===== config.mk =====
export PLATFORM = sky130hd
export DESIGN_NAME = rca_pipe_adder
export DESIGN_NICKNAME = d
export VERILOG_FILES = /design/src/rtl/rca_pipe_adder.sv
export SDC_FILE = /design/constraint.sdc
export NUM_CORES = 1
export LEC_CHECK = 0
export ABC_AREA = 1
export CORE_UTILIZATION = 40
export DETAILED_ROUTE_END_ITERATION = 10
export GPL_TIMING_DRIVEN = 0
export PLACE_DENSITY = 0.73
export SYNTH_ARGS = -nofsm -noshare
export SYNTH_HDL_FRONTEND = slang
export SYNTH_SLANG_ARGS = --single-unit

===== constraint.sdc =====
create_clock -name clk_i -period 2.1 [get_ports clk_i]
set_input_delay 0.21 -clock clk_i [delete_from_list [all_inputs] [get_ports clk_i]]
set_output_delay 0.21 -clock clk_i [all_outputs]
set_load 0.1 [all_outputs]

===== src/rtl/rca_pipe_adder.sv =====
// Pipelined segmented ripple-carry adder: one BLOCK-bit carry segment per stage,
// valid/ready flow control, optional per-beat cut of the low segment-boundary carries.
module rca_pipe_adder #(
    parameter int unsigned WIDTH       = 16,
    parameter int unsigned BLOCK       = 4,
    parameter int unsigned APPROX_BLKS = 2
) (
    input  logic             clk_i,
    input  logic             rst_i,
    input  logic             valid_i,
    output logic             ready_o,
    input  logic [WIDTH-1:0] a_i,
    input  logic [WIDTH-1:0] b_i,
    input  logic             c_i,
    input  logic             approx_i,
    output logic             valid_o,
    input  logic             ready_i,
    output logic [WIDTH-1:0] s_o,
    output logic             c_o
);

    localparam int unsigned STAGES = WIDTH / BLOCK;
    localparam int unsigned LAST   = STAGES - 1;

    if (WIDTH % BLOCK != 0) begin : g_bad_block
        $error("rca_pipe_adder: WIDTH must be a multiple of BLOCK");
    end
    if (APPROX_BLKS >= STAGES) begin : g_bad_approx
        $error("rca_pipe_adder: APPROX_BLKS must be below WIDTH/BLOCK");
    end

    // One beat in flight: unresolved operand bits ride along with the partial sum.
    typedef struct packed {
        logic             vld;
        logic             approx;
        logic             cy;
        logic [WIDTH-1:0] a;
        logic [WIDTH-1:0] b;
        logic [WIDTH-1:0] s;
    } beat_t;

    logic advance_c;

    // The whole pipe moves together; holes are shifted like real beats.
    assign advance_c = !valid_o || ready_i;
    assign ready_o   = advance_c;

    for (genvar k = 0; k < STAGES; k++) begin : g_stage
        localparam int unsigned KU = k;

        beat_t             src;
        logic              cin;
        logic [BLOCK:0]    seg;
        logic [WIDTH-1:0]  s_next;

        if (k == 0) begin : g_in
            assign src = '{vld: valid_i, approx: approx_i, cy: c_i,
                           a: a_i, b: b_i, s: '0};
            assign cin = src.cy;
        end else begin : g_chain
            // Boundaries 1..APPROX_BLKS lose their carry on approximate beats.
            localparam bit CUT = (KU <= APPROX_BLKS);
            assign src = g_stage[k-1].g_reg.q;
            assign cin = src.cy & ~(src.approx & CUT);
        end

        always_comb begin
            seg    = (BLOCK+1)'(BLOCK'(src.a >> (KU * BLOCK)))
                   + (BLOCK+1)'(BLOCK'(src.b >> (KU * BLOCK)))
                   + (BLOCK+1)'(cin);
            s_next = src.s | (WIDTH'(seg[BLOCK-1:0]) << (KU * BLOCK));
        end

        if (KU < LAST) begin : g_reg
            beat_t q;

            always_ff @(posedge clk_i) begin
                if (rst_i) begin
                    q <= '0;
                end else if (advance_c) begin
                    q <= '{vld: src.vld, approx: src.approx, cy: seg[BLOCK],
                           a: src.a, b: src.b, s: s_next};
                end
            end
        end else begin : g_out
            always_ff @(posedge clk_i) begin
                if (rst_i) begin
                    valid_o <= 1'b0;
                    s_o     <= '0;
                    c_o     <= 1'b0;
                end else if (advance_c) begin
                    valid_o <= src.vld;
                    s_o     <= s_next;
                    c_o     <= seg[BLOCK];
                end
            end
        end
    end

endmodule


==> summary by stage <==
Status
The flow ran to the end, and the final reports show no timing, DRC or antenna violations.

Global route
Entering global routing, the biggest net connects 16 pins. The first global-routing pass estimated 15500 um of wire. The number of global-route vias before repair is 3371.

The number of antenna violations at the first check in global routing is 0. The total routing usage reported by global routing is 19.2%. For this run the aggregate overflow at the end of global routing stands at 0.

Route
The aggregate routed wire length is 9270 um. The number of vias after detailed routing is 3402. After detailed routing, the number of remaining DRC violations is 0.

The violation count after the first detailed-routing iteration is 200. In the final routed layout, each cell accounts on average for 13.2 um. The via-per-instance ratio is 4.83. The detail route stage leaves a number of antenna-violating nets equal to 0.

The number of iterations in the first detailed-routing pass is 4.

STA
For the pin with the worst max-slew slack, the measured transition is 0.986 ns. The setup violation total in the final timing report is 0. The final number of hold-violating endpoints was 0. After layout, the worst setup slack is 0.0370 ns.

The relative slew slack is 34.6%. The worst path uses 98.2% of the clock period. Setup repair after global routing left no endpoint under its margin. For the final routed database, the setup TNS stands at 0 ns. The final count of pins violating max slew came to 0.

The time the worst path needs with I/O delays and setup is 2.06 ns. For this run, the top clock speed supported by timing is 0.485 GHz. The clock arrives with 0.00966 ns of skew.

Setup path
The sort of element at the start of the critical path is a flip-flop. The class of the most critical setup path is reg2out. In this design, the stage delay of the slowest critical-path cell is 1.13 ns.

The source of the worst register-to-register timing path is g_stage[0].g_reg.q[49]. The register-to-register path setup slack is 0.45 ns. STA classifies the critical path endpoint as an output port. The kind of cell adding the most delay to the critical path is buffers and inverters. The total buffers and inverters traversed by the critical path is 1. The capturing point of the worst reg2reg path is g_stage[1].g_reg.q[48]. Walking the worst path, the cells encountered are clkdlybuf4s50_1. The critical path arrival is 1.85 ns. At the worst endpoint, the required time is 1.89 ns.

The length in cells of the worst reg-to-reg path is 7. Along the worst path, the maximum fanout reaches 2. The largest individual stage delay along the critical path comes from the cell sky130_fd_sc_hd__clkdlybuf4s50_1.

Placed design
The placed instance count is 688. The final HPWL from detailed placement is 6600 um. The routability congestion estimate is 0.798. The minimum setup slack after placement is -0.552 ns. The total of buffers placed on input and output ports is 56.

Power and ir drop
The cell-internal power is 2970 uW. The worst-case IR drop observed on VDD is 0.000345 V. The switching part of the total is 26.2%. For this design the static power due to leakage is 0.00222 uW. The reported net switching power is 1060 uW. The clock group share of total power is 35.0%. Per report_power, the sequential group accounts for 50.7% of the total. The power density normalized to cell area is 801 nW/um^2. The relative contribution of combinational cells to total power is 14.4%.

Worst hold path
The worst-case hold path end point is valid_o. The path class of the tightest hold or removal check is in2reg. The hold path startpoint is rst_i.

The worst hold path passes through 2 cells.

Clock network
The maximum root-to-sink buffer count is 2. The root buffer cell is sky130_fd_sc_hd__clkbuf_8. CTS built an H-tree with a depth of 3. The clock latency on the worst-skew pair is 0.36 ns. Counting the buffers created by CTS gives 9. Clock-pin slew was measured on the worst setup and hold paths at 0.09 ns. The clock net in this run drives a total of 98 sinks.

The number of buffers inserted for hold repair after clock tree synthesis is 0. TritonCTS built the clock tree.

Yosys
After synthesis the netlist holds a flip-flop and latch count of 98. The warning count from the yosys run is 0. The number of distinct library cells after synthesis is 21.

Synthesis produced 499 cells. The synthesized net count is 557. Each instance of the synthesized netlist takes up on average 8.13 sq um. The netlist area before placement is 4060 sq um. Sequential cells were found to cover 48.4% of the synthesized design area.

Layout
The number of nets in the final layout is 624. The end-of-flow core utilization is 51.2%. The post-route netlist has 7.71% of its cells at a drive strength greater than 1. Counting the fill cells in the layout gives 976. For this run, the number of standard cells in the final layout without fillers is 704. Relative to the synthesized area, the layout overhead comes to 23.9%.

The number of antenna diodes in the final layout is 0.

Die
The effective utilization at floorplan is 41.3%. The die covers 10500 sq um. The chip height is 103 um. Row generation in the floorplan step produced 36 rows. 57 I/O pins were placed. The area inside the core boundary is 9820 sq um. Measured along the x axis, the die boundary spans 103 um.

Job
The total of max-cap violations is 0.
layout make-up:
| cell class | count | area, sq um | area share [%] |
|---|---|---|---|
| buffer | 31 | 267 | 5.30 |
| inverter | 35 | 131 | 2.61 |
| timing repair buffer | 56 | 567 | 11.3 |
| sequential | 98 | 1960 | 39.0 |
| tap | 133 | 166 | 3.31 |
| clock buffer | 12 | 165 | 3.29 |
| multi-input combinational | 335 | 1700 | 33.7 |
| clock inverter | 4 | 72.6 | 1.44 |
flip-flops by register name (all words and copies together) (netlist names):
signal,count
c_o,1
g_stage.cin,1
s_o,16
g_stage.g_reg.q,79
valid_o,1
layer usage:
layer  track usage, %  vias to the layer above  wire length [um]  share of wire, %
li1                 -                     1726                 -                 -
met1             23.4                     1584              4290                46
met2             33.4                       73              4380                47
met3             3.53                       19               429               4.6
met4             7.58                        0               182               2.0
met5                0                        -                 0                 0
worst max-delay path by stage:
stage / start / endpoint / slack, ns / depth (start not counted)
final: s_o[5] / s_o[5] / 0.04 / 1
after global routing: s_o[5] / s_o[5] / 0.001 / 1
after CTS: valid_o / ready_o / 0.02 / 4
after detailed placement: ready_i / ready_o / -0.55 / 6
after global placement: ready_i / ready_o / -0.53 / 6
after floorplan: valid_o / g_stage[0].g_reg.q[1] / 0.24 / 4
repair_timing:
item / in CTS / in global routing
endpoints found under the setup margin: 4 / 7
buffers inserted: 0 / 0
resized for setup: 6 / 8
power groups by stage:
stage | combinational (uW) | sequential [uW] | clock [uW]
after floorplan | 276 | 2190 | 0
after global placement | 564 | 2080 | 0
after detailed placement | 576 | 2080 | 0
after CTS | 581 | 2040 | 1410
after global routing | 641 | 2050 | 1480
final | 578 | 2040 | 1410
cells by family (layout without fill, tap and decap cells):
kind of cell | after synthesis | after routing | synth area share (%)
buf+inv | 66 | 138 | 9.81
fa+ha+maj | 20 | 20 | 7.65
compound gates | 125 | 125 | 15.4
xor+xnor | 4 | 4 | 0.864
flops | 98 | 98 | 48.4
simple gates | 186 | 186 | 17.9
metrics by stage:
step	area (sq um)	power [uW]	hold slack, ns
after global placement	4780	2640	0.459
final	5030	4030	0.423
after floorplan	4060	2460	0.282
after CTS	5020	4030	0.424
after detailed placement	4780	2660	0.465
after global routing	5030	4180	0.434
cells in the mapped netlist, drive strengths merged:
master,count,area [sq um]
a21oi,24,120
buf,22,233
clkbuf,9,33.8
dfxtp,98,1960
fa,8,160
ha,12,150
inv,35,131
nand2,26,105
nand3,7,35.0
nand3b,2,15.0
nor2,150,563
o21ai,101,505
or2,1,6.26
xnor2,1,8.76
xor2,3,26.3
cells in the final DEF (no fill, tap or decap), types with 6 or more instances in the layout:
| master | Yosys | layout |
|---|---|---|
| sky130_fd_sc_hd__buf_6 | 8 | 8 |
| sky130_fd_sc_hd__o21ai_0 | 79 | 79 |
| sky130_fd_sc_hd__buf_2 | 6 | 7 |
| sky130_fd_sc_hd__clkbuf_1 | 9 | 9 |
| sky130_fd_sc_hd__nand3_1 | 7 | 7 |
| sky130_fd_sc_hd__nor2_1 | 150 | 150 |
| sky130_fd_sc_hd__clkdlybuf4s50_1 | 0 | 46 |
| sky130_fd_sc_hd__inv_1 | 32 | 32 |
| sky130_fd_sc_hd__clkbuf_8 | 0 | 12 |
| sky130_fd_sc_hd__buf_8 | 7 | 7 |
| sky130_fd_sc_hd__o21ai_1 | 22 | 22 |
| sky130_fd_sc_hd__dfxtp_1 | 98 | 98 |
| sky130_fd_sc_hd__nand2_1 | 25 | 25 |
| sky130_fd_sc_hd__fa_1 | 8 | 8 |
| sky130_fd_sc_hd__a21oi_1 | 24 | 24 |
| sky130_fd_sc_hd__ha_1 | 12 | 12 |
| sky130_fd_sc_hd__dlymetal6s2s_1 | 0 | 6 |
Power figures use the tool's default switching activity.
